File: config.mk
export PLATFORM = sky130hd
export DESIGN_NAME = frame_buf_ring
export DESIGN_NICKNAME = d
export VERILOG_FILES = /design/src/rtl/frame_buf_ring.sv
export SDC_FILE = /design/constraint.sdc
export NUM_CORES = 1
export LEC_CHECK = 0
export CAP_MARGIN = 0
export CORE_ASPECT_RATIO = 1.75
export CORE_MARGIN = 5
export CORE_UTILIZATION = 44
export CTS_BUF_LIST = sky130_fd_sc_hd__clkbuf_4 sky130_fd_sc_hd__clkbuf_8
export DETAILED_ROUTE_END_ITERATION = 16
export PLACE_DENSITY = 0.65
export SYNTH_ARGS = -nofsm -noshare
export SYNTH_HDL_FRONTEND = slang
export SYNTH_SLANG_ARGS = --single-unit
export TNS_END_PERCENT = 20
File: constraint.sdc
create_clock -name clk -period 5 [get_ports clk]
set_clock_uncertainty 0.05 [all_clocks]
set_input_delay 1.25 -clock clk [delete_from_list [all_inputs] [get_ports clk]]
set_output_delay 1.25 -clock clk [all_outputs]
set_load 0.005 [all_outputs]
File: src/rtl/frame_buf_ring.sv
// Ring of NUM_BUFS frame slots in external memory: the writer fills whole frames and the
// reader consumes them oldest-first. Addresses and active-low commands only; no data path.
module frame_buf_ring #(
    parameter int ADDR_WIDTH = 29,
    parameter int BASE_ADDR  = 2,
    parameter int BUF_SIZE   = 307200,
    parameter int NUM_BUFS   = 3,
    parameter int SLOT_W     = 3,
    parameter bit DROP_MODE  = 1'b0
) (
    input  logic                  clk,
    input  logic                  reset,
    input  logic                  wr_en_in,
    input  logic                  rd_en_in,
    input  logic                  wr_rdy,
    input  logic                  rd_rdy,
    output logic                  wr_en,
    output logic                  rd_en,
    output logic [ADDR_WIDTH-1:0] wr_addr,
    output logic [ADDR_WIDTH-1:0] rd_addr,
    output logic [SLOT_W-1:0]     wr_slot,
    output logic [SLOT_W-1:0]     rd_slot,
    output logic [SLOT_W-1:0]     frames_avail,
    output logic                  full,
    output logic                  empty,
    output logic                  wr_frame_done,
    output logic                  rd_frame_done,
    output logic                  frame_drop
);
    localparam int OFF_W = (BUF_SIZE > 1) ? $clog2(BUF_SIZE) : 1;
    localparam logic [OFF_W-1:0]  LAST_OFF  = OFF_W'(BUF_SIZE - 1);
    localparam logic [SLOT_W-1:0] LAST_SLOT = SLOT_W'(NUM_BUFS - 1);
    localparam logic [SLOT_W:0]   NBUF      = (SLOT_W + 1)'(NUM_BUFS);

    typedef enum logic {W_IDLE, W_FILL} wstate_t;
    typedef enum logic {R_IDLE, R_READ} rstate_t;

    wstate_t           wstate;
    rstate_t           rstate;
    logic [OFF_W-1:0]  wr_off, rd_off;
    logic [SLOT_W-1:0] head;
    logic [SLOT_W-1:0] avail_nxt;
    logic              rd_busy, busy_nxt;
    logic              slot_free, wr_beat, rd_beat, wr_last, rd_last;
    logic              wr_start, wr_drop, rd_start;

    function automatic logic [ADDR_WIDTH-1:0] slot_base(input logic [SLOT_W-1:0] s);
        return ADDR_WIDTH'(BASE_ADDR) + ADDR_WIDTH'(s) * ADDR_WIDTH'(BUF_SIZE);
    endfunction

    function automatic logic [SLOT_W-1:0] slot_inc(input logic [SLOT_W-1:0] s);
        return (s == LAST_SLOT) ? '0 : s + SLOT_W'(1);
    endfunction

    function automatic logic [SLOT_W-1:0] slot_dec(input logic [SLOT_W-1:0] s);
        return (s == '0) ? LAST_SLOT : s - SLOT_W'(1);
    endfunction

    // Every decision below looks at pre-edge counts, so a slot freed this edge is usable next cycle.
    assign rd_busy   = (rstate == R_READ);
    assign slot_free = ({1'b0, frames_avail} + {{SLOT_W{1'b0}}, rd_busy}) < NBUF;
    assign wr_beat   = (wstate == W_FILL) && !wr_en && wr_rdy;
    assign rd_beat   = rd_busy && !rd_en && rd_rdy;
    assign wr_last   = wr_beat && (wr_off == LAST_OFF);
    assign rd_last   = rd_beat && (rd_off == LAST_OFF);
    assign wr_start  = (wstate == W_IDLE) && !wr_en_in && slot_free;
    assign wr_drop   = (wstate == W_IDLE) && !wr_en_in && !slot_free && DROP_MODE;
    assign rd_start  = (rstate == R_IDLE) && !rd_en_in && (frames_avail != '0);

    always_comb begin
        avail_nxt = frames_avail;
        if (wr_last)  avail_nxt = avail_nxt + SLOT_W'(1);
        if (wr_drop)  avail_nxt = avail_nxt - SLOT_W'(1);
        if (rd_start) avail_nxt = avail_nxt - SLOT_W'(1);
        busy_nxt = rd_start | (rd_busy & ~rd_last);
    end

    always_ff @(posedge clk or posedge reset) begin
        if (reset) begin
            frames_avail <= '0;
            full         <= 1'b0;
            empty        <= 1'b1;
        end else begin
            frames_avail <= avail_nxt;
            full         <= ({1'b0, avail_nxt} + {{SLOT_W{1'b0}}, busy_nxt}) == NBUF;
            empty        <= (avail_nxt == '0);
        end
    end

    always_ff @(posedge clk or posedge reset) begin
        if (reset) begin
            wstate        <= W_IDLE;
            wr_en         <= 1'b1;
            wr_addr       <= ADDR_WIDTH'(BASE_ADDR);
            wr_off        <= '0;
            wr_slot       <= '0;
            wr_frame_done <= 1'b0;
            frame_drop    <= 1'b0;
        end else begin
            wr_frame_done <= 1'b0;
            frame_drop    <= 1'b0;
            if (wstate == W_IDLE) begin
                if (wr_start || wr_drop) begin
                    // A drop rewinds onto the newest pending frame; the reader owns the oldest.
                    wstate  <= W_FILL;
                    wr_en   <= 1'b0;
                    wr_off  <= '0;
                    wr_addr <= slot_base(wr_drop ? slot_dec(wr_slot) : wr_slot);
                    if (wr_drop) begin
                        wr_slot    <= slot_dec(wr_slot);
                        frame_drop <= 1'b1;
                    end
                end
            end else if (wr_last) begin
                wstate        <= W_IDLE;
                wr_en         <= 1'b1;
                wr_frame_done <= 1'b1;
                wr_slot       <= slot_inc(wr_slot);
            end else begin
                wr_en <= wr_en_in;
                if (wr_beat) begin
                    wr_addr <= wr_addr + ADDR_WIDTH'(1);
                    wr_off  <= wr_off + OFF_W'(1);
                end
            end
        end
    end

    always_ff @(posedge clk or posedge reset) begin
        if (reset) begin
            rstate        <= R_IDLE;
            rd_en         <= 1'b1;
            rd_addr       <= ADDR_WIDTH'(BASE_ADDR);
            rd_off        <= '0;
            rd_slot       <= '0;
            head          <= '0;
            rd_frame_done <= 1'b0;
        end else begin
            rd_frame_done <= 1'b0;
            if (rstate == R_IDLE) begin
                if (rd_start) begin
                    rstate  <= R_READ;
                    rd_en   <= 1'b0;
                    rd_off  <= '0;
                    rd_slot <= head;
                    rd_addr <= slot_base(head);
                    head    <= slot_inc(head);
                end
            end else if (rd_last) begin
                rstate        <= R_IDLE;
                rd_en         <= 1'b1;
                rd_frame_done <= 1'b1;
            end else begin
                rd_en <= rd_en_in;
                if (rd_beat) begin
                    rd_addr <= rd_addr + ADDR_WIDTH'(1);
                    rd_off  <= rd_off + OFF_W'(1);
                end
            end
        end
    end
endmodule

Word-level counts from Yosys, hierarchy flattened
Index checks and enable logic that the tools add are counted.
{"block": "totals", "reg_bits": 116, "wordCells": 103}
{"block": "op_classes", "n_addsub": 12, "n_mul": 2, "order_cmp": 1, "n_eq_ne": 9, "mux": 36, "bitwise_logic": 5, "n_reduce_logical": 22}
{"cell": "$mux W29", "count": 8}
{"cell": "$mux W19", "count": 8}
{"cell": "$add A29 B1 Y29 const B", "count": 2}
{"cell": "$add A2 B22 Y23 const A", "count": 2}
{"cell": "$add A19 B1 Y19 const B", "count": 2}
{"cell": "$eq A19 B19 Y1 const B", "count": 2}
{"cell": "$mul A3 B7 Y10 const B", "count": 2}
{"cell": "$mux W1", "count": 16}
{"cell": "$mux W3", "count": 4}
{"cell": "$logic_and A1 B1 Y1", "count": 10}
{"cell": "$add A3 B1 Y3 const B", "count": 3}
{"cell": "$add A3 B1 Y4", "count": 2}
{"cell": "$eq A3 B2 Y1 const B", "count": 2}
{"cell": "$reduce_and A3 Y1", "count": 2}
{"cell": "$eq A4 B2 Y1 const B", "count": 1}
{"cell": "$logic_not A1 Y1", "count": 4}
{"cell": "$lt A4 B2 Y1 const B", "count": 1}
{"cell": "$ne A2 B1 Y1 const B", "count": 2}
{"cell": "$ne A2 B2 Y1 const B", "count": 2}
{"cell": "$reduce_and A2 Y1", "count": 2}
{"cell": "$reduce_bool A2 Y1", "count": 2}
{"cell": "$logic_not A3 Y1", "count": 1}
{"cell": "$not A1 Y1", "count": 3}
{"cell": "$reduce_bool A3 Y1", "count": 1}
{"cell": "3 further kinds", "count": 3}

Depth between registers and ports, before layout
Gate-level depths: netlist of the first run.
{"block": "depth", "word_depth": 9, "depth_mapped": 12, "ltp_nobuf": 11}

Least setup slack after synthesis of the first run
No wires, ideal clock.
{"block": "synth_path", "kind": "input to register", "start": "in wr_rdy", "end": "reg full", "setup_ns": 0.082, "arrival_ns": 3.219, "required_time_ns": 4.868, "setup_slack_ns": 1.649, "cell_stages": 9, "path_buffers": 0, "path_cell_list": "nand3b_1 > or4_1 > nor2_1 > mux2_2 > o21a_1 > ha_1 > and3_1 > nand3_1 > o22ai_1"}
{"block": "synth_via", "elab_chain_cells": 7}
{"item": "from (decl)", "line": "15", "text": "input logic wr_rdy,"}
{"item": "$logic_and A1 B1 Y1 (*)", "line": "62", "text": "assign wr_beat = (wstate == W_FILL) && !wr_en && wr_rdy;"}
{"item": "$logic_and A1 B1 Y1 (*)", "line": "64", "text": "assign wr_last = wr_beat && (wr_off == LAST_OFF);"}
{"item": "$mux W3 (*)", "line": "72", "text": "if (wr_last) avail_nxt = avail_nxt + SLOT_W'(1);"}
{"item": "$sub A3 B1 Y3", "line": "74", "text": "if (rd_start) avail_nxt = avail_nxt - SLOT_W'(1);"}
{"item": "$mux W3 (*)", "line": "74"}
{"item": "named net avail_nxt[1]", "line": "42", "text": "logic [SLOT_W-1:0] avail_nxt;"}
{"item": "$add A3 B1 Y4 (*)", "line": "85", "text": "full <= ({1'b0, avail_nxt} + {{SLOT_W{1'b0}}, busy_nxt}) == NBUF;"}
{"item": "$eq A4 B2 Y1 (*)", "line": "85"}
{"item": "to (signal assigned)", "line": "81", "text": "full <= 1'b0;"}
{"item": "to (signal assigned)", "line": "85"}
{"item": "to (decl)", "line": "24", "text": "output logic full,"}
The timed path passes the listed nets; every way through them passes the cells marked *.
A chain may end at the register's enable or synchronous reset.

Worst setup path after layout of the first run
Ends and elaborated chain as after synthesis.

==> results of run 1 <==
-- final cells by class --
cell class	count	share of cell area, %
multi-input combinational	565	43.5
sequential	116	36.1
timing repair buffer	87	10.7
clock buffer	17	2.91
clock inverter	15	2.86
tap	183	2.84
inverter	23	1.10
-- metrics by stage --
step | worst slack, ps | std cells | utilization [%] | hold slack (ps) | total power [mW]
4_1_cts | 1450 | 1006 | 54.3 | 437 | 2.67
2_1_floorplan | 636 | 736 | - | 415 | 1.41
3_5_place_dp | 992 | 974 | 51.2 | 421 | 1.64
6_report | 1420 | 1006 | 54.3 | 434 | 2.64
3_3_place_gp | 1060 | 974 | 51.2 | 419 | 1.62
5_1_grt | 1290 | 1006 | 54.3 | 462 | 2.79
-- synth_stat cells (all sizes together), types with 9 or more instances --
library cell,n,area share [%]
a21oi,39,2.9
and3,11,1.0
clkbuf,26,1.5
dfrtp,111,42
ha,25,4.7
inv,23,1.3
nand2,76,4.3
nand3,34,2.6
nand4,24,2.3
nor2,84,4.8
nor3,30,2.4
nor4,19,1.9
o21ai,38,2.9
o22ai,9,0.85
or3,14,1.3
xnor2,46,6.1
xor2,23,3.0
-- power groups by stage --
stage	clock network, mW	logic (mW)	registers, mW
3_5_place_dp	0	0.443	1.20
3_3_place_gp	0	0.432	1.19
6_report	1.02	0.438	1.18
4_1_cts	1.04	0.447	1.18
2_1_floorplan	0	0.233	1.18
5_1_grt	1.09	0.495	1.21
-- layer usage --
layer | part of all wire (%) | up-vias | wire (µm)
li1 | - | 2759 | -
met1 | 39 | 2855 | 6820
met2 | 54 | 131 | 9330
met3 | 4.2 | 30 | 718
met4 | 2.4 | 0 | 423
met5 | 0 | - | 0
-- worst paths after layout --
path | cells after the start | end | startpoint
max in group asynchronous | 3 | wr_addr[1]$_DFFE_PP1P_ | reset
max reg2reg | 7 | wr_addr[12]$_DFFE_PP0P_ | rd_busy$_DFF_PP0_
min in group asynchronous | 2 | rd_slot[1]$_DFFE_PP0P_ | reset
min reg2reg | 2 | rd_slot[0]$_DFFE_PP0P_ | rd_slot[0]$_DFFE_PP0P_
min | 2 | rd_slot[0]$_DFFE_PP0P_ | rd_slot[0]$_DFFE_PP0P_
max | 10 | full$_DFF_PP0_ | wr_rdy
-- worst max-delay path, delay by kind of cell --
| kind | cells | cell delay, ps |
|---|---|---|
| compound gates | 2 | 340 |
| buf+inv | 1 | 480 |
| fa+ha+maj | 1 | 290 |
| simple gates | 5 | 1140 |
| mux | 1 | 370 |
-- state kept, by name, indices dropped and copies added, names as in the netlist, 3 cells and up --
register and count:
rd_addr 29, wr_addr 29, rd_off 19, wr_off 19, frames_avail 3, head 3, rd_slot 3, wr_slot 3
-- logic make-up (layout without fill, tap and decap cells) --
family / Yosys count / in the layout
AND/OR/NAND/NOR: 341 / 341
flip-flops: 116 / 116
XOR/XNOR: 69 / 69
buffers and inverters: 55 / 142
multiplexers: 2 / 2
AO/OA/AOI/OAI: 125 / 125
other: 1 / 1
adder cells (fa/ha/maj): 27 / 27
==> impl_metrics.ini, run 1 <==
[run_status]
status = finished, final reports clean

[logic_synthesis]
synth_mux_area_share_pct = 0.321
synth-adder-area-share_pct = 5.33
yosys_warnings = 0
synth-compound-area-share_pct = 11.4
synth_seq_area_share_pct = 43.9
synth.distinct_cells = 60
synth_ff_type = dfrtp_1
ys_seq_elements = 116
synthCells = 736
synth-edff-count = 0
avgSynthCellArea_um2 = 8.99
synth_nets = 769
synth_simple_gate_area_share_pct = 26.4
async_flop_share_pct = 100
synthXorXnorAreaFrac_pct = 9.13
synthesis.area_um2 = 6620
synth_top_family_by_area = simple AND/OR/NAND/NOR gates

[final_layout]
layout-drive-gt1-share_pct = 7.29
diodes = 0
final_common_cell = dfrtp_1
final_cell_mix = dfrtp_1, nor2_1, clkdlybuf4s50_1
area_delta_synth_final_pct = 21.7
layout.nets = 843
nFillCells = 1368
multi_input_area_um2 = 3500
stdcell_area_um2 = 8050
layout.area.seq_um2 = 2910

[clock_network]
htreeDepth = 4
cts-resized-gates = 0
cts_num_sinks = 116
cts_buffer_depth = 2
clk_pin_slew_ps = 70
ctsHoldBuffers = 0
postCtsSetupRepairBufs = 0
cts_tree = done
cts_buffers = 17
root_buffer = clkbuf_8
insertion_delay_ps = 440

[placement]
portBuffers = 78
hpwl_um = 12300
placed_cell_area_um2 = 7590
gp_congestion = 0.869

[worst_setup_path]
cp.arrival_ps = 3890
critPathKind = input port to flip-flop
ff2ff_setup_slack_ps = 1690
crit_path_max_incr_delay_ps = 560
crit_chain = clkdlybuf4s50_1 > nand3b_1 > or4_1 > nor2_1 > mux2_2 > o21a_1 > ha_1 > and3_1 > nand3_1 > o22ai_1
crit_slowest_cell = or4_1
cp_max_fo = 5
worstPathRequired_ps = 5310
critPathCaptureType = flip-flop
startpoint_type = input port

[hold_path]
hold_class = flip-flop to flip-flop

[die]
floorplan.initialDensity_pct = 44.6
num_rows = 59
pin_count = 80
die-area_um2 = 17700
core_um2 = 14800
die_w_um = 103
die_y_um = 172

[global_routing]
grt_pass1_vias = 6066
use_met2_pct = 37.9
grt_max_degree = 60
top_usage_layer = met2
antenna_found_initial = 0
grt_overflow = 0
grt_pass1_wl_um = 29200
grtUsageTotal_pct = 20.8
grtUsageMet1_pct = 22.8
grt_util_met3_pct = 4.56

[power_and_ir_drop]
switching_power_mw = 0.764
power_frac_seq_pct = 44.8
p_comb_share_pct = 16.6
switching_share_pct = 28.9
p_leak_nw = 3.34
power_density_nw_per_um2 = 328
ir_drop_mv = 0.194
p_int_mw = 1.88
p_clk_share_pct = 38.6

[sta]
slew_headroom_pct = 22.8
final.setup.tns_ps = 0
fin_crit_ps = 3580
finalHoldViolations = 0
max_freq_mhz = 279
rsz0062_at_grt = false
timing.final.crit_share_pct = 71.6
setup_viol = 0
worst_pin_slew_ps = 1160
maxSlewViolCount = 0

[route]
drc = 0
wl_per_cell_um = 17.2
first_pass_iters = 4
drt-initial-drc-count = 198
drtAntennaViolNets = 0
via_count = 5775
drt_wl_total_um = 17300
via_per_inst = 5.74

[flow_run]
maxCapViolations = 0
Power figures use the tool's default switching activity.
==> run 2: changes to the inputs <==
- clock period: 5 -> 3.5 ns (I/O delays scaled with it)
==> run 2 against run 1 <==
Against the previous run: flip-flop and latch count is the same; combinational power grew 45%; cell area grew 1.2%; sequential power grew 43%.
==> impl_metrics.ini, run 2 (synthesis gave the netlist of run 1 again) <==
[sta]
timing.final.crit_share_pct = 88.3
setup_viol = 0
finalHoldViolations = 0
rsz0062_at_grt = false
setup_ws_ps = 410
whs_ps = 436
fin_crit_ps = 3090
final.setup.tns_ps = 0
max_freq_mhz = 324
worst_pin_slew_ps = 723
maxSlewViolCount = 0
slew_headroom_pct = 51.4

[die]
die_y_um = 172
die_w_um = 103
num_rows = 59
floorplan.initialDensity_pct = 44.6
core_um2 = 14800
die-area_um2 = 17700
pin_count = 80

[route]
drt-initial-drc-count = 161
via_per_inst = 5.69
wl_per_cell_um = 17.0
via_count = 5811
drt_wl_total_um = 17400
first_pass_iters = 6
drtAntennaViolNets = 0
drc = 0

[global_routing]
grt_pass1_wl_um = 29000
grt_overflow = 0
grt_max_degree = 117
grt_pass1_vias = 6013
grtUsageTotal_pct = 20.6
antenna_found_initial = 0

[worst_setup_path]
path_common_cell = ha_1
reg2reg_depth = 9
critPathCaptureType = flip-flop
critPathKind = input port to flip-flop
startpoint_type = input port
cp_max_fo = 4
crit_slowest_cell = or4_4
crit_path_max_incr_delay_ps = 540
startpoint = wr_rdy
crit_chain = clkdlybuf4s50_1 > nand3b_1 > buf_4 > or4_4 > nor2_1 > xnor2_1 > ha_1 > ha_1 > and3_1 > nand3_1 > o22ai_1
worstPathRequired_ps = 3790
cp.arrival_ps = 3380
rr_startpoint = wr_off[12]$_DFFE_PP0P_

[clock_network]
ctsHoldBuffers = 0
cts_num_sinks = 116
cts_buffers = 17
htreeDepth = 4
cts-resized-gates = 0
postCtsSetupRepairBufs = 0
root_buffer = clkbuf_8
cts_buffer_depth = 2
clk_pin_slew_ps = 70
cts_tree = done
insertion_delay_ps = 430

[final_layout]
final_common_cell = dfrtp_1
reg.largest.list = rd_addr (29), wr_addr (29)
stdcell_area_um2 = 8150
final_cell_mix = dfrtp_1, nor2_1, clkdlybuf4s50_1
diodes = 0
area_delta_synth_final_pct = 23.1
layout-drive-gt1-share_pct = 9.06
layout.nets = 859

[power_and_ir_drop]
power_density_nw_per_um2 = 454
p_leak_nw = 3.41
switching_power_mw = 1.08
switching_share_pct = 29.1
p_clk_share_pct = 37.1
p_comb_share_pct = 17.2
power_frac_seq_pct = 45.7
p_int_mw = 2.62
ir_drop_mv = 0.306

[run_status]
status = finished, final reports clean

[hold_path]
hold_class = flip-flop to flip-flop
min_from = rd_slot[2]$_DFFE_PP0P_
holdPathStages = 2

[flow_run]
maxCapViolations = 0

[placement]
hpwl_um = 12500
post-place-ws_ps = 10.5
placed_cell_area_um2 = 7710
portBuffers = 78
gp_congestion = 0.865
[run 2: cell count changes in the layout (fill, tap and decap cells not counted), sizes merged]
cell	before	now
bufinv	5	4
clkinv	5	7
inv	25	24
buf	9	25
[run 2: critical path: cells and delay by family]
family          cells  cell delay (ps)
fa+ha+maj           2              550
simple gates        5             1010
xor+xnor            1              140
buf+inv             2              640
compound gates      1              160
[run 2: layout make-up]
class | instances | area (µm²)
Fill cell | 1373 | 6690
Multi-Input combinational cell | 565 | 3500
Sequential cell | 116 | 2910
Timing Repair Buffer | 103 | 981
Clock buffer | 17 | 234
Tap cell | 183 | 229
Clock inverter | 15 | 206
Inverter | 23 | 90.1
[run 2: stage by stage]
stage | power [mW] | std cells | utilization (%)
after floorplan | 2.01 | 736 | -
after global placement | 2.34 | 990 | 52.0
after detailed placement | 2.36 | 990 | 52.0
after CTS | 3.74 | 1022 | 54.9
after global routing | 3.90 | 1022 | 54.9
final | 3.70 | 1022 | 54.9
[run 2: final timing paths]
kind | slack (ps) | to
worst max-delay path | 410 | full$_DFF_PP0_
worst min-delay path | 440 | rd_slot[2]$_DFFE_PP0P_
worst max register to register | 460 | full$_DFF_PP0_
worst min register to register | 440 | rd_slot[2]$_DFFE_PP0P_
max in group asynchronous | 2010 | wr_off[16]$_DFFE_PP0P_
min in group asynchronous | 900 | wr_addr[27]$_DFFE_PP0P_
[run 2: routing by layer]
| layer | part of all wire [%] | wire length, µm | GRT usage (%) |
|---|---|---|---|
| met4 | 3.2 | 552 | 10.1 |
| met5 | 0 | 0 | 0 |
| met2 | 55 | 9480 | 37.5 |
| met3 | 3.5 | 614 | 3.79 |
| met1 | 39 | 6710 | 22.5 |
[run 2: power groups by stage]
stage / combinational [mW] / clock, mW / sequential, mW
after floorplan: 0.334 / 0 / 1.68
after global placement: 0.632 / 0 / 1.70
after detailed placement: 0.646 / 0 / 1.71
after CTS: 0.649 / 1.41 / 1.69
after global routing: 0.722 / 1.46 / 1.72
final: 0.637 / 1.37 / 1.69
